===== config.mk =====
export PLATFORM = sky130hd
export DESIGN_NAME = light_monitor
export DESIGN_NICKNAME = d
export VERILOG_FILES = /design/src/rtl/light_monitor.sv
export SDC_FILE = /design/constraint.sdc
export NUM_CORES = 1
export LEC_CHECK = 0
export BUFFER_PORTS_ARGS = -buffer_cell sky130_fd_sc_hd__buf_2
export CORE_ASPECT_RATIO = 0.7
export CORE_MARGIN = 5
export CORE_UTILIZATION = 49
export DETAILED_ROUTE_END_ITERATION = 7
export HOLD_SLACK_MARGIN = 0.03
export PLACE_DENSITY = 0.86
export SLEW_MARGIN = 20
export SYNTH_ARGS = -nofsm -noshare
export SYNTH_HDL_FRONTEND = slang
export SYNTH_SLANG_ARGS = --single-unit

===== constraint.sdc =====
create_clock -name i_clk -period 3.5 [get_ports i_clk]
set_input_delay 0.175 -clock i_clk [delete_from_list [all_inputs] [get_ports i_clk]]
set_output_delay 0.175 -clock i_clk [all_outputs]
set_load 0.03 [all_outputs]

===== src/rtl/light_monitor.sv =====
// light_monitor
//   Receive-side checker for the traffic light controller's ASCII lamp buses.
//   Each direction's 6-character lamp string is decoded into a one-hot lamp
//   drive and tracked by its own phase FSM. The block flags illegal phase
//   transitions, yellow phases that are too short, undecodable strings and
//   A/B right-of-way conflicts. A saturating counter records error cycles.
//
// Ports
//   i_clk      : system clock, rising edge
//   i_rstn     : asynchronous active-low reset
//   i_la, i_lb : lamp strings for directions A and B (8-bit ASCII, MSB byte first)
//   o_lamp_a/b : one-hot lamp drive {R,Y,G}
//   o_dwell_a/b: cycles the direction has held its current phase (saturating)
//   o_conflict : level, both directions non-RED
//   o_invalid  : pulse, at least one input string is not a legal code
//   o_seq_err  : pulse, illegal transition or short yellow on either direction
//   o_err_cnt  : saturating count of cycles with any error flag set
//
// All outputs are registered: the sample taken at edge k shows after edge k.
module light_monitor #(
  parameter int MIN_YELLOW = 2,
  parameter int DW         = 8,
  parameter int EW         = 8
) (
  input  logic          i_clk,
  input  logic          i_rstn,
  input  logic [47:0]   i_la,
  input  logic [47:0]   i_lb,
  output logic [2:0]    o_lamp_a,
  output logic [2:0]    o_lamp_b,
  output logic [DW-1:0] o_dwell_a,
  output logic [DW-1:0] o_dwell_b,
  output logic          o_conflict,
  output logic          o_invalid,
  output logic          o_seq_err,
  output logic [EW-1:0] o_err_cnt
);

  typedef enum logic [1:0] {UNK, GRN, YEL, RED} phase_t;

  localparam logic [47:0] CODE_GREEN  = "GREEN ";
  localparam logic [47:0] CODE_YELLOW = "YELLOW";
  localparam logic [47:0] CODE_RED    = "RED   ";

  localparam logic [2:0]    LAMP_RED  = 3'b100;
  localparam logic [DW-1:0] DWELL_MAX = {DW{1'b1}};
  localparam logic [DW-1:0] MIN_Y     = DW'(MIN_YELLOW);

  // Direction A occupies slot 0, direction B slot 1.
  logic [95:0]     code_all;
  logic [5:0]      lamp_all;
  logic [5:0]      lamp_next_all;
  logic [2*DW-1:0] dwell_all;
  logic [1:0]      inv_all;
  logic [1:0]      seq_all;

  assign code_all = {i_lb, i_la};

  generate
    for (genvar gi = 0; gi < 2; gi++) begin : g_dir
      logic [47:0]   code_in;
      logic [2:0]    code;
      phase_t        new_ph;
      phase_t        state_reg, state_next;
      logic [2:0]    lamp_reg, lamp_next;
      logic [DW-1:0] dwell_reg, dwell_next;
      logic          inv, seq;

      assign code_in = code_all[gi*48 +: 48];

      // Exact 48-bit match only; anything else decodes to 3'b000.
      always_comb begin
        code   = 3'b000;
        new_ph = UNK;
        case (code_in)
          CODE_GREEN:  begin code = 3'b001; new_ph = GRN; end
          CODE_YELLOW: begin code = 3'b010; new_ph = YEL; end
          CODE_RED:    begin code = 3'b100; new_ph = RED; end
          default:     begin code = 3'b000; new_ph = UNK; end
        endcase
      end

      always_comb begin
        state_next = state_reg;
        lamp_next  = lamp_reg;
        dwell_next = dwell_reg;
        inv        = 1'b0;
        seq        = 1'b0;
        if (code == 3'b000) begin
          // Undecodable string: freeze this direction entirely.
          inv = 1'b1;
        end else begin
          // Even on an illegal step the FSM follows the input so that it
          // resynchronises to what the controller is actually showing.
          state_next = new_ph;
          lamp_next  = code;
          if (new_ph != state_reg) begin
            dwell_next = DW'(1);
          end else if (dwell_reg != DWELL_MAX) begin
            dwell_next = dwell_reg + DW'(1);
          end
          case (state_reg)
            GRN:     seq = (new_ph == RED);
            YEL:     seq = (new_ph == GRN) || ((new_ph == RED) && (dwell_reg < MIN_Y));
            RED:     seq = (new_ph == YEL);
            default: seq = 1'b0;  // first valid sample after UNK is unchecked
          endcase
        end
      end

      always_ff @(posedge i_clk or negedge i_rstn) begin
        if (!i_rstn) begin
          state_reg <= UNK;
          lamp_reg  <= LAMP_RED;
          dwell_reg <= '0;
        end else begin
          state_reg <= state_next;
          lamp_reg  <= lamp_next;
          dwell_reg <= dwell_next;
        end
      end

      assign lamp_all[gi*3 +: 3]       = lamp_reg;
      assign lamp_next_all[gi*3 +: 3]  = lamp_next;
      assign dwell_all[gi*DW +: DW]    = dwell_reg;
      assign inv_all[gi]               = inv;
      assign seq_all[gi]               = seq;
    end
  endgenerate

  assign o_lamp_a  = lamp_all[2:0];
  assign o_lamp_b  = lamp_all[5:3];
  assign o_dwell_a = dwell_all[DW-1:0];
  assign o_dwell_b = dwell_all[2*DW-1:DW];

  logic conflict_next;
  logic invalid_next;
  logic seq_err_next;
  logic any_err;

  // Conflict is judged on the lamps as they will be after this update.
  assign conflict_next = !lamp_next_all[2] && !lamp_next_all[5];
  assign invalid_next  = |inv_all;
  assign seq_err_next  = |seq_all;
  assign any_err       = conflict_next | invalid_next | seq_err_next;

  always_ff @(posedge i_clk or negedge i_rstn) begin
    if (!i_rstn) begin
      o_conflict <= 1'b0;
      o_invalid  <= 1'b0;
      o_seq_err  <= 1'b0;
      o_err_cnt  <= '0;
    end else begin
      o_conflict <= conflict_next;
      o_invalid  <= invalid_next;
      o_seq_err  <= seq_err_next;
      // Several simultaneous events still count as a single error cycle.
      if (any_err && (o_err_cnt != {EW{1'b1}})) begin
        o_err_cnt <= o_err_cnt + EW'(1);
      end
    end
  end

endmodule


# [After elaboration in Yosys (flattened, before gate mapping)]
# Index checks and enable logic that the tools add are counted.
[word_totals] elab_cells=76 reg_bits=37 output_inout_bits=33 inputBits=98
[op_classes] n_reduce_logical=16 n_bitwise=4 mux=16 add_sub_neg=3 n_eq_ne=23 order_cmp=2
[op_table] cell="$eq A48 B47 Y1 const B" count=6
[op_table] cell="$mux W8" count=4
[op_table] cell="$add A8 B1 Y8 const B" count=3
[op_table] cell="$ne A8 B8 Y1 const B" count=3
[op_table] cell="$pmux W3 S3" count=2
[op_table] cell="$eq A2 B2 Y1 const B" count=8
[op_table] cell="$lt A8 B2 Y1 const B" count=2
[op_table] cell="$pmux W2 S3" count=2
[op_table] cell="$eq A2 B1 Y1 const B" count=4
[op_table] cell="$logic_not A3 Y1" count=2
[op_table] cell="$mux W3" count=2
[op_table] cell="$pmux W1 S3" count=2
[op_table] cell="$logic_and A1 B1 Y1" count=4
[op_table] cell="$mux W1" count=4
[op_table] cell="$ne A2 B2 Y1" count=2
[op_table] cell="$reduce_and A2 Y1" count=2
[op_table] cell="$reduce_bool A2 Y1" count=2
[op_table] cell="$reduce_or A2 Y1" count=2
[op_table] cell="$logic_not A1 Y1" count=2
[op_table] cell="$logic_or A1 B1 Y1" count=2
[op_table] cell="$not A1 Y1" count=2
[op_table] cell="$or A1 B1 Y1" count=2

# [Longest topological paths before layout]
# Gate-level depths: netlist (run 1).
[logic_depth] ltp_word=10 depth_mapped=9 ltp_nobuf=8

# [Worst setup path before layout (run 1)]
# Ideal clock, no wire load.
[synth_timing] path_kind="in2reg" from="in i_la[12]" to="reg o_err_cnt[1]" setup_slack_ps=572 t_required_ps=3375 setup_ps=125 t_arrival_ps=2803 stages=8 n_path_buf=0 cell_sequence="or4_4 or4_4 or4_4 a31o_2 o211ai_1 a211oi_2 nor2b_2 mux2_4"
[synth_between] elab_cells_between_ends=22 classes_between="eq/ne (6); mux (6); bitwise (2); reduce/logical (8)"
[synth_rtl] item="from (decl)" line="27" rtl="input logic [47:0] i_la,"
[synth_rtl] item="$eq A48 B47 Y1" line="75" rtl="case (code_in)"
[synth_rtl] item="$pmux W3 S3 (*)" line="75"
[synth_rtl] item="$logic_not A3 Y1" line="89" rtl="if (code == 3'b000) begin"
[synth_rtl] item="$mux W3 (*)" line="89"
[synth_rtl] item="named net g_dir[0].lamp_next[2]" line="65" rtl="logic [2:0] lamp_reg, lamp_next;"
[synth_rtl] item="$logic_not A1 Y1 (*)" line="142" rtl="assign conflict_next = !lamp_next_all[2] && !lamp_next_all[5];"
[synth_rtl] item="$logic_and A1 B1 Y1 (*)" line="142"
[synth_rtl] item="$or A1 B1 Y1 (*) (2 in a row)" line="145" rtl="assign any_err = conflict_next | invalid_next | seq_err_next;"
[synth_rtl] item="$logic_and A1 B1 Y1 (*)" line="158" rtl="if (any_err && (o_err_cnt != {EW{1'b1}})) begin"
[synth_rtl] item="to (signal assigned)" line="159" rtl="o_err_cnt <= o_err_cnt + EW'(1);"
[synth_rtl] item="to (decl)" line="36" rtl="output logic [EW-1:0] o_err_cnt"
# Mark *: on every way through the listed nets, which the timed path passes. The rest lies on a longest branch.
# A chain may end at the register's enable or synchronous reset.

# [Worst setup path in the final report (run 1)]
[layout_timing] from="in i_la[12]" to="reg o_err_cnt[1]"
[layout_between] elab_chain_cells=10 elab_cells_between_ends=22 classes_between="eq/ne (6); mux (6); bitwise (2); reduce/logical (8)"
[layout_rtl] item="$eq A48 B47 Y1" line="75"
[layout_rtl] item="$pmux W2 S3" line="75"
[layout_rtl] item="$eq A2 B2 Y1" line="103, 104"
[layout_rtl] item="$logic_and A1 B1 Y1" line="104" rtl="YEL: seq = (new_ph == GRN) || ((new_ph == RED) && (dwell_reg < MIN_Y));"
[layout_rtl] item="$logic_or A1 B1 Y1" line="104"
[layout_rtl] item="$pmux W1 S3" line="102" rtl="case (state_reg)"
[layout_rtl] item="$mux W1" line="89"
[layout_rtl] item="$reduce_or A2 Y1" line="144" rtl="assign seq_err_next = |seq_all;"
[layout_rtl] item="$or A1 B1 Y1 (*)" line="145"
[layout_rtl] item="$logic_and A1 B1 Y1 (*)" line="158"
# Mark *: on every way between the ends. The rest lies on a longest branch, timed or not.

==> summary.md, run 1 <==
| Metric | Value |
|---|---|
| Largest cells by area after synthesis | `dfrtp_1 35%, nand2_1 5.1%, xor2_1 4.9%, nand4_1 4.8%, nor2_1 4.2%` |
| VDD IR max | `0.151 mV` |
| R2r startpoint | `o_dwell_b[2]` |
| Fin. max-slew vios | `0` |
| Cells after synthesis | `276` |
| Worst-skew pair later-pin latency | `0.29 ns` |
| Total GRT Usage | `0.214` |
| Antenna diodes | `0` |
| WS Path Type | `input pin to register` |
| Worst-case clock buffer depth | `2` |
| CP max stage cell | `or4_4` |
| Detail Placement HPWL | `5.89 mm` |
| Most Frequent Cell on Critical Path | `or4_4` |
| Synth unique cells | `56` |
| Clk pin slew, worst setup/hold paths | `approximately 0.070 ns` |
| Fin cells | `485` |
| Initial antenna violation count | `0` |
| Worst path bufs/invs | `1` |
| Row count | `21` |
| Synthesized Nets | `377` |
| Placer Congestion | `0.848` |
| Num CTS Buffers | `5` |
| P&R area growth vs syn | `34.0%` |
| Comb power frac | `0.111` |
| CP endpoint kind | `register` |
| Power Density | `243 mW/mm²` |
| Number of detailed-route iterations in the first pass | `4` |
| Final Setup Violations | `0` |
| Clock tree from TritonCTS | `built` |
| Largest net degree at the start of global routing | `38` |
| Power share of the clock group | `0.362` |
| Clock root cell | `clkbuf_8` |
| Slew @ Worst Pin | `approximately 0.8 ns` |
| CP Cell Sequence | `buf_2, or4_4, or4_4, or4_4, nand3_1, o211ai_1, a211oi_2, nor2b_2, mux2_4` |
| Worst EP required | `3.68 ns` |
| Via density per instance | `5.71` |
| Post-synth top area share | `0.351` |
| Synth warn | `0` |
| R2r endpoint | `o_err_cnt[1]` |
| Die Ht | `69.7 µm` |
| Nets | `between 500 and 600` |
| Wirelength per Cell | `14.6 µm` |
| Largest area contributor in the netlist | `dfrtp_1` |
| Dpl cells | `~480` |
| Post-synth ARST share | `1.00` |
| Synth Register Bits | `37` |
| Net Sw Frac | `0.241` |
| Switching power | `195 µW` |
| Max-cap violations | `0` |
| Hold depth | `4` |
| Internal cell power | `616 µW` |
| Syn Std Cell Area | `0.00249 mm²` |
| Leakage | `approximately 0.0016 µW` |
| Share of layout cells above drive strength 1 | `0.394` |
| Total grt overflow | `0` |
| Path depth of the worst reg2reg path | `8` |
| Io pins | `131` |
| CP peak stage delay | `approximately 0.58 ns` |
| CP delay by family, top | `simple AND/OR/NAND/NOR gates` |
| Final core utilization | `0.688` |
| Most frequent cell after synthesis | `dfrtp_1` |
| Hold wc startpoint | `i_la[32]` |
| Hold Violations, Final | `0` |
| CP max FO | `8` |
| Worst Path Arrival | `3.13 ns` |
| Type of the worst min-delay path | `input pin to register` |
| Crit path launch type | `input pin` |
| RSZ-0062 raised after global routing | `false` |
| Number of H-tree levels | `2` |
| Max Freq | `~340 MHz` |
| Post-synth EDFFs | `0` |
| Relative slew margins | `0.464` |
| Total number of vias | `2771` |
| Core ar. | `0.00486 mm²` |
| Tcrit/Tclk final | `0.843` |
| Wire length of the first global-routing pass | `approximately 12 mm` |
| Final Routed Wirelength | `7.08 mm` |
| Setup Buffers After CTS | `0` |
| Main synth FF type | `dfrtp_1` |
| Drt drc | `0` |
| Final ANT Viol Nets | `0` |
| Sequential share of power | `0.527` |
| Skew final | `~0.0019 ns` |
| List of most frequent post-synthesis cells | `35 x dfrtp_1, 34 x nand2_1, 28 x nor2_1` |
| Number of global-route vias before repair | `2656` |
| IO Port Bufs | `130` |
| DRT iter0 DRCs | `94` |
| Total negative setup slack | `0 ns` |
| Post-cts sizing count | `0` |
| Post-synthesis sequential area ratio | `0.372` |
| CTS sink cnt | `37` |
| Initial core utilization | `0.513` |
| Die Span X | `95.3 µm` |
| Synthesized area per cell | `around 9 µm²` |
| Tmin final | `2.95 ns` |
| Hold path endpoint | `o_invalid` |
| Power, Total | `between 800 and 900 µW` |
| Die area | `0.00664 mm²` |
| Status | `completed` |
| FF-to-FF setup slack | `1.03 ns` |
==> cell type report <==
| class | count | area, µm² |
|---|---|---|
| clock buffer | 5 | 68.8 |
| clock inverter | 3 | 17.5 |
| fill | 393 | 1520 |
| inverter | 2 | 7.51 |
| multi-input combinational | 235 | 1550 |
| sequential | 37 | 928 |
| tap | 69 | 86.3 |
| timing repair buffer | 134 | 683 |
==> cells in the final DEF (no fill, tap or decap), types with 6 or more instances in the layout <==
cell     instances
a21oi_1          6
buf_2          130
dfrtp_1         35
nand2_1         34
nand3_1          7
nand4_1         19
nor2_1          28
nor3_1           9
nor3b_1          6
nor4_1          15
nor4b_1          6
o21ai_0          7
or3_1            6
xor2_1          14
==> per-stage QoR <==
stage	hold slack, ns	instance area (µm²)	worst slack, ns
detailed placement	0.311	3250	0.287
floorplan	-0.121	2490	0.572
CTS	0.329	3340	0.553
global route	0.353	3340	0.308
global placement	0.306	3250	0.361
finish	0.324	3340	0.550
==> tightest hold or removal path, delay by kind of cell <==
kind / cells / cell delay (ns)
AOI/OAI and AO/OA: 1 / 0.09
buffers and inverters: 1 / 0.12
and+or+nand+nor: 2 / 0.20
==> logic make-up after synthesis <==
family | after synthesis | synth area share
xor+xnor | 17 | 0.0597
flops | 37 | 0.372
mux | 1 | 0.00602
compound gates | 35 | 0.103
simple gates | 179 | 0.438
buf+inv | 4 | 0.00602
fa+ha+maj | 3 | 0.0150
==> power by group through the flow <==
stage	clock network (µW)	registers (µW)	logic [µW]
after floorplan	0	436	17.9
after global placement	0	436	84.8
after detailed placement	0	436	89.3
after CTS	298	427	90.3
after global routing	318	427	101
final	294	427	89.7
==> worst max-delay path by stage <==
stage	start	endpoint	slack, ns	cells after the start
after floorplan	i_la[12]	o_err_cnt[1]	0.57	8
after detailed placement	i_la[12]	o_err_cnt[1]	0.29	9
after global placement	i_la[12]	o_err_cnt[1]	0.36	9
final	i_la[12]	o_err_cnt[1]	0.55	9
after global routing	i_lb[16]	o_err_cnt[1]	0.31	9
after CTS	i_la[12]	o_err_cnt[1]	0.55	9
==> what timing repair did <==
action / CTS / global route
hold endpoints to repair: 35 / 0
hold buffers: 1 / 0
setup endpoints to repair: 0 / 0
==> layer usage <==
metal / GRT usage / up-vias / wire length [µm]
li1: - / 1363 / -
met1: 0.274 / 1268 / 2880
met2: 0.357 / 123 / 3560
met3: 0.0510 / 17 / 523
met4: 0.0592 / 0 / 117
met5: 0 / - / 0
Note: power is estimated with default switching activity, not from simulation.
==> inputs of run 2 (changes only) <==
--- a/config.mk
+++ b/config.mk
@@ -8,10 +8,10 @@
 export BUFFER_PORTS_ARGS = -buffer_cell sky130_fd_sc_hd__buf_2
 export CORE_ASPECT_RATIO = 0.7
 export CORE_MARGIN = 5
-export CORE_UTILIZATION = 49
+export CORE_UTILIZATION = 46
 export DETAILED_ROUTE_END_ITERATION = 7
 export HOLD_SLACK_MARGIN = 0.03
-export PLACE_DENSITY = 0.86
+export PLACE_DENSITY = 0.81
 export SLEW_MARGIN = 20
 export SYNTH_ARGS = -nofsm -noshare
 export SYNTH_HDL_FRONTEND = slang
==> constraint.sdc (replaced) <==
create_clock -name i_clk -period 3 [get_ports i_clk]
set_input_delay 0.15 -clock i_clk [delete_from_list [all_inputs] [get_ports i_clk]]
set_output_delay 0.15 -clock i_clk [all_outputs]
set_load 0.03 [all_outputs]
==> run 2 against run 1 <==
Clock skew grew 0.0020 ns. Via count grew 2.3%. Core utilization fell by 3.1 points. Worst hold slack worse by 0.032 ns. Wire length up 4.2%. Cell count is 2.9% higher. Largest cell class unchanged.
==> summary.md, run 2 (same netlist as run 1, synthesis figures left out) <==
| Metric | Value |
|---|---|
| Status | `completed (unchanged)` |
| CP max FO | `5 (was 8)` |
| Max-cap violations | `0 (unchanged)` |
| Detail Placement HPWL | `6.18 mm (was 5.89 mm)` |
| Row count | `22 (was 21)` |
| Total GRT Usage | `0.204 (was 0.214)` |
| CP max stage cell | `or4_4 (unchanged)` |
| Most Frequent Cell on Critical Path | `or4_4 (unchanged)` |
| Fin. max-slew vios | `0 (unchanged)` |
| Worst EP required | `3.18 ns (was 3.68 ns)` |
| CP delay by family, top | `simple AND/OR/NAND/NOR gates (unchanged)` |
| Largest net degree at the start of global routing | `38 (unchanged)` |
| Internal cell power | `800 µW (was 616 µW)` |
| Share of layout cells above drive strength 1 | `0.410 (was 0.394)` |
| Initial antenna violation count | `0 (unchanged)` |
| Drt drc | `0 (unchanged)` |
| Wire length of the first global-routing pass | `11.9 mm (was 11.7 mm)` |
| RSZ-0062 raised after global routing | `false (unchanged)` |
| CP Cell Sequence | `buf_2, or4_4, or4_4, or4_4, a31o_2, o211ai_1, a211oi_2, nor2b_2, mux2_4 (was buf_2, or4_4, or4_4, or4_4, nand3_1, o211ai_1, a211oi_2, nor2b_2, mux2_4)` |
| Final Routed Wirelength | `7.38 mm (was 7.08 mm)` |
| Number of H-tree levels | `2 (unchanged)` |
| Worst-case clock buffer depth | `2 (unchanged)` |
| Slew @ Worst Pin | `0.817 ns (was 0.804 ns)` |
| DP Area | `0.00334 mm² (was 0.00325 mm²)` |
| Final core utilization | `0.657 (was 0.688)` |
| CP endpoint kind | `register (unchanged)` |
| Crit path launch type | `input pin (unchanged)` |
| Fin cells | `499 (was 485)` |
| Dpl cells | `491 (was 476)` |
| Tmin final | `2.72 ns` |
| Type of the worst min-delay path | `input pin to register (unchanged)` |
| IO Port Bufs | `130 (unchanged)` |
| Max Freq | `368 MHz` |
| Clk pin slew, worst setup/hold paths | `0.07 ns (about the same)` |
| Antenna diodes | `0 (unchanged)` |
| Power Density | `297 mW/mm² (was 243 mW/mm²)` |
| WS Path Type | `input pin to register (unchanged)` |
| Worst path bufs/invs | `1 (unchanged)` |
| Sequential share of power | `0.486 (was 0.527)` |
| Nets | `528 (was 516)` |
| Tcrit/Tclk final | `0.905` |
| Leakage | `0.00168 µW (was 0.00161 µW)` |
| Power share of the clock group | `0.411 (was 0.362)` |
| Total number of vias | `2834 (was 2771)` |
| Seq. cell area | `928 µm² (unchanged)` |
| Final instance area | `0.00345 mm² (was 0.00334 mm²)` |
| Worst Path Arrival | `2.90 ns (was 3.13 ns)` |
| Net Sw Frac | `0.221 (was 0.241)` |
| DRT iter0 DRCs | `105 (was 94)` |
| Initial core utilization | `0.475 (was 0.513)` |
| Final ANT Viol Nets | `0 (unchanged)` |
| Io pins | `131 (unchanged)` |
| Die area | `0.00702 mm² (was 0.00664 mm²)` |
| Via density per instance | `5.68 (was 5.71)` |
| Setup WS pre-CTS | `-0.0329 ns (was 0.287 ns)` |
| Most frequent cells in the layout | `130 x buf_2, 35 x dfrtp_1, 34 x nand2_1, 28 x nor2_1, 19 x nand4_1 (unchanged)` |
| Hold Violations, Final | `0 (unchanged)` |
| Fill cell count | `429 (was 393)` |
| Multi-input gate area in the final layout | `0.00155 mm² (unchanged)` |
| Number of global-route vias before repair | `2740 (was 2656)` |
| Skew final | `0.00387 ns (was 0.00185 ns)` |
| Worst-skew pair later-pin latency | `0.30 ns (was 0.29 ns)` |
| Setup Buffers After CTS | `0 (unchanged)` |
| Setup ws final | `0.285 ns (was 0.550 ns)` |
| Relative slew margins | `0.455 (was 0.464)` |
| CP peak stage delay | `0.58 ns (about the same)` |
| VDD IR max | `0.172 mV (was 0.151 mV)` |
| Core ar. | `0.00526 mm² (was 0.00486 mm²)` |
| Final Setup Violations | `0 (unchanged)` |
| Clock root cell | `clkbuf_8 (unchanged)` |
| Clock tree from TritonCTS | `built (unchanged)` |
| Comb power frac | `0.103 (was 0.111)` |
| Power, Total | `1030 µW (was 811 µW)` |
| Die Ht | `71.6 µm (was 69.7 µm)` |
| CTS sink cnt | `37 (unchanged)` |
| Wirelength per Cell | `14.8 µm (was 14.6 µm)` |
| Total grt overflow | `0 (unchanged)` |
| Number of detailed-route iterations in the first pass | `6 (was 4)` |
| Placer Congestion | `0.862 (was 0.848)` |
| Switching power | `227 µW (was 195 µW)` |
| Most common cell after layout, fill and taps aside | `buf_2 (unchanged)` |
| Die Span X | `98.0 µm (was 95.3 µm)` |
| Num CTS Buffers | `5 (unchanged)` |
| P&R area growth vs syn | `38.5% (was 34.0%)` |
-- run 2: cell types whose count changed in the layout (fill, tap and decap cells not counted) --
cell        change
buf_4          +12
bufinv_16       +1
clkinv_2        -1
clkinvlp_4      -1
-- run 2: stage by stage --
stage / setup TNS (ns) / hold slack (ns)
2_1_floorplan: 0 / -0.146
3_3_place_gp: 0 / 0.281
3_5_place_dp: -0.0548 / 0.285
4_1_cts: 0 / 0.289
5_1_grt: 0 / 0.323
6_report: 0 / 0.292
-- run 2: routing by layer --
metal  share of wire  vias up  global-route usage
li1                -     1369                   -
met1            0.44     1346               0.269
met2            0.47      106               0.330
met3           0.071       13              0.0496
met4           0.018        0              0.0753
met5               0        -                   0
-- run 2: area by class of cell --
class                      instances  area share
tap                               72      0.0261
clock inverter                     2      0.0101
timing repair buffer             146       0.224
sequential                        37       0.269
clock buffer                       5      0.0199
inverter                           2     0.00217
multi-input combinational        235       0.449
-- run 2: worst reg2reg max path, cell delays in order, from the launching register on --
cell,delay (ns)
dfrtp_1,0.43
or4_1,0.53
nor4_1,0.33
nor2_1,0.07
nor2_1,0.09
a32o_1,0.14
a211oi_2,0.09
nor2b_2,0.17
mux2_4,0.31
-- run 2: path summary, 6_finish.rpt --
path / from / to / slack [ns] / cells after the start
max: i_la[12] / o_err_cnt[1] / 0.28 / 9
min: i_la[32] / o_invalid / 0.29 / 4
max reg2reg: o_dwell_b[2] / o_err_cnt[1] / 0.72 / 8
min reg2reg: o_err_cnt[4] / o_err_cnt[4] / 0.49 / 1
max in group asynchronous: i_rstn / o_err_cnt[7] / 2.00 / 2
min in group asynchronous: i_rstn / o_dwell_b[7] / 0.48 / 2
-- run 2: repair_timing --
| item | in CTS | in global routing |
|---|---|---|
| hold buffers | 1 | 0 |
| gates resized for setup | 0 | 0 |
| hold endpoints to repair | 35 | 0 |
-- run 2: power by group through the flow --
stage	Combinational, µW	Clock, µW	Sequential, µW
floorplan	20.9	0	508
global placement	99.7	0	508
detailed placement	105	0	508
CTS	106	428	499
global route	118	451	498
finish	106	422	499
==> inputs of run 3 (changes only) <==
--- a/config.mk
+++ b/config.mk
@@ -11,7 +11,7 @@
 export CORE_UTILIZATION = 46
 export DETAILED_ROUTE_END_ITERATION = 7
 export HOLD_SLACK_MARGIN = 0.03
-export PLACE_DENSITY = 0.81
+export PLACE_DENSITY = 0.78
 export SLEW_MARGIN = 20
 export SYNTH_ARGS = -nofsm -noshare
 export SYNTH_HDL_FRONTEND = slang
==> run 3 against run 2 <==
First-iteration DRC count rose by 72%. Clock skew rose by 0.0023 ns. Sequential power is essentially flat. Combinational power hardly changed. Maximum frequency up 0.52%. Clock power down 18%. Clock-buffer cell count unchanged. Via count fell by 2.8%. Non-clock buffer count grew 1. Final area down 0.29%. Core utilization fell by 0.19 points. Setup slack better by 0.014 ns.
==> summary.md, run 3 (same netlist as run 1, synthesis figures left out) <==
| Metric | Value |
|---|---|
| Status | `completed (unchanged)` |
| Die Ht | `71.6 µm (unchanged)` |
| GR Util met3 | `0.0564 (was 0.0496)` |
| Leakage | `0.00168 µW (about the same)` |
| M2 GR Usage | `0.336 (was 0.330)` |
| Clock tree from TritonCTS | `built (unchanged)` |
| Hold slack | `0.283 ns (was 0.292 ns)` |
| Worst Path Arrival | `2.88 ns (was 2.90 ns)` |
| Total negative setup slack | `0 ns (unchanged)` |
| Final Setup Violations | `0 (unchanged)` |
| Placer Congestion | `0.841 (was 0.862)` |
| Skew final | `0.00613 ns (was 0.00387 ns)` |
| CP max FO | `5 (unchanged)` |
| Clk pin slew, worst setup/hold paths | `0.07 ns (about the same)` |
| Num CTS Buffers | `5 (unchanged)` |
| Antenna diodes | `0 (unchanged)` |
| Nets | `529 (was 528)` |
| Wirelength per Cell | `14.2 µm (was 14.8 µm)` |
| Number of detailed-route iterations in the first pass | `4 (was 6)` |
| Number of global-route vias before repair | `2695 (was 2740)` |
| Met1 GRT Util | `0.267 (was 0.269)` |
| Initial core utilization | `0.475 (unchanged)` |
| Total GRT Usage | `0.206 (was 0.204)` |
| VDD IR max | `0.161 mV (was 0.172 mV)` |
| Row count | `22 (unchanged)` |
| Post-cts sizing count | `0 (unchanged)` |
| Core ar. | `0.00526 mm² (unchanged)` |
| Tcrit/Tclk final | `0.900 (was 0.905)` |
| Hold Violations, Final | `0 (unchanged)` |
| CTS sink cnt | `37 (unchanged)` |
| Hold depth | `4 (unchanged)` |
| Initial antenna violation count | `0 (unchanged)` |
| Drt drc | `0 (unchanged)` |
| Die Span X | `98.0 µm (unchanged)` |
| Fin. max-slew vios | `0 (unchanged)` |
| Worst EP required | `3.18 ns (about the same)` |
| Tmin final | `2.70 ns (was 2.72 ns)` |
| Final ANT Viol Nets | `0 (unchanged)` |
| Wire length of the first global-routing pass | `12.0 mm (was 11.9 mm)` |
| Power Density | `275 mW/mm² (was 297 mW/mm²)` |
| Relative slew margins | `0.478 (was 0.455)` |
| Path depth of the worst reg2reg path | `8 (unchanged)` |
| IO Port Bufs | `130 (unchanged)` |
| Detail Placement HPWL | `6.02 mm (was 6.18 mm)` |
| Total number of vias | `2754 (was 2834)` |
| Type of the worst min-delay path | `input pin to register (unchanged)` |
| Grt peak-use layer | `met2 (unchanged)` |
| DRT iter0 DRCs | `181 (was 105)` |
| Worst-skew pair later-pin latency | `0.30 ns (about the same)` |
| Most common cell after layout, fill and taps aside | `buf_2 (unchanged)` |
| Crit path launch type | `input pin (unchanged)` |
| Via density per instance | `5.50 (was 5.68)` |
| Clock root cell | `clkbuf_8 (unchanged)` |
| Max Freq | `370 MHz (was 368 MHz)` |
| WS Path Type | `input pin to register (unchanged)` |
| RSZ-0062 raised after global routing | `false (unchanged)` |
| FF-to-FF setup slack | `0.63 ns (was 0.72 ns)` |
| Slew @ Worst Pin | `0.783 ns (was 0.817 ns)` |
| Worst-case clock buffer depth | `2 (unchanged)` |
| Final core utilization | `0.655 (was 0.657)` |
| Share of layout cells above drive strength 1 | `0.413 (was 0.410)` |
| Die area | `0.00702 mm² (unchanged)` |
| Max-cap violations | `0 (unchanged)` |
| Io pins | `131 (unchanged)` |
| Final Routed Wirelength | `7.12 mm (was 7.38 mm)` |
| Number of H-tree levels | `2 (unchanged)` |
| Largest net degree at the start of global routing | `38 (unchanged)` |
| CP endpoint kind | `register (unchanged)` |
| Total grt overflow | `0 (unchanged)` |
| Most frequent cells in the layout | `130 x buf_2, 35 x dfrtp_1, 34 x nand2_1, 28 x nor2_1, 19 x nand4_1 (unchanged)` |
| P&R area growth vs syn | `38.1% (was 38.5%)` |
## run 3: routing by layer
metal / part of all wire / vias up
li1: - / 1372
met1: 0.43 / 1256
met2: 0.47 / 118
met3: 0.089 / 8
met4: 0.013 / 0
met5: 0 / -
## run 3: final timing paths
check                             startpoint           end
worst max-delay path                i_la[12]  o_err_cnt[1]
worst max register to register  o_dwell_b[2]  o_err_cnt[1]
worst min-delay path                i_la[32]     o_invalid
min in group asynchronous             i_rstn  o_dwell_b[6]
max in group asynchronous             i_rstn  o_dwell_a[1]
worst min register to register   o_lamp_a[0]   o_lamp_a[0]
## run 3: cell type report
cell class / count / area [µm²]
multi-input cells: 235 / 1550
inverters: 2 / 7.51
repair buffers: 147 / 781
clock inverters: 3 / 17.5
well taps: 72 / 90.1
flip-flops and latches: 37 / 928
clock buffers: 5 / 68.8
fillers: 462 / 1810
## run 3: per-stage QoR
step,setup slack [ns],cells,power (µW),area (µm²)
CTS,0.309,501,957,3440
detailed placement,-0.00655,492,611,3350
floorplan,0.0969,276,529,2490
finish,0.299,501,946,3440
global placement,0.0291,492,608,3350
global route,0.175,501,992,3440
## run 3: where the power goes
group / switching, µW / internal, µW / total (µW)
Clock: 184 / 160 / 344
Sequential: 0.000000000197 / 499 / 499
Combinational: 43.4 / 59.5 / 103
## run 3: worst max-delay path, cell delays in order
cell      delay, ns
buf_2          0.10
or4_4          0.52
or4_4          0.50
or4_4          0.58
a31o_2         0.28
o211ai_1       0.21
a211oi_2       0.07
nor2b_2        0.16
mux2_4         0.30
## run 3: repair_timing
| action | 4_1_cts | 5_1_grt |
|---|---|---|
| hold buffers | 1 | 0 |
| hold endpoints to repair | 35 | 0 |
| setup buffers | 0 | 0 |
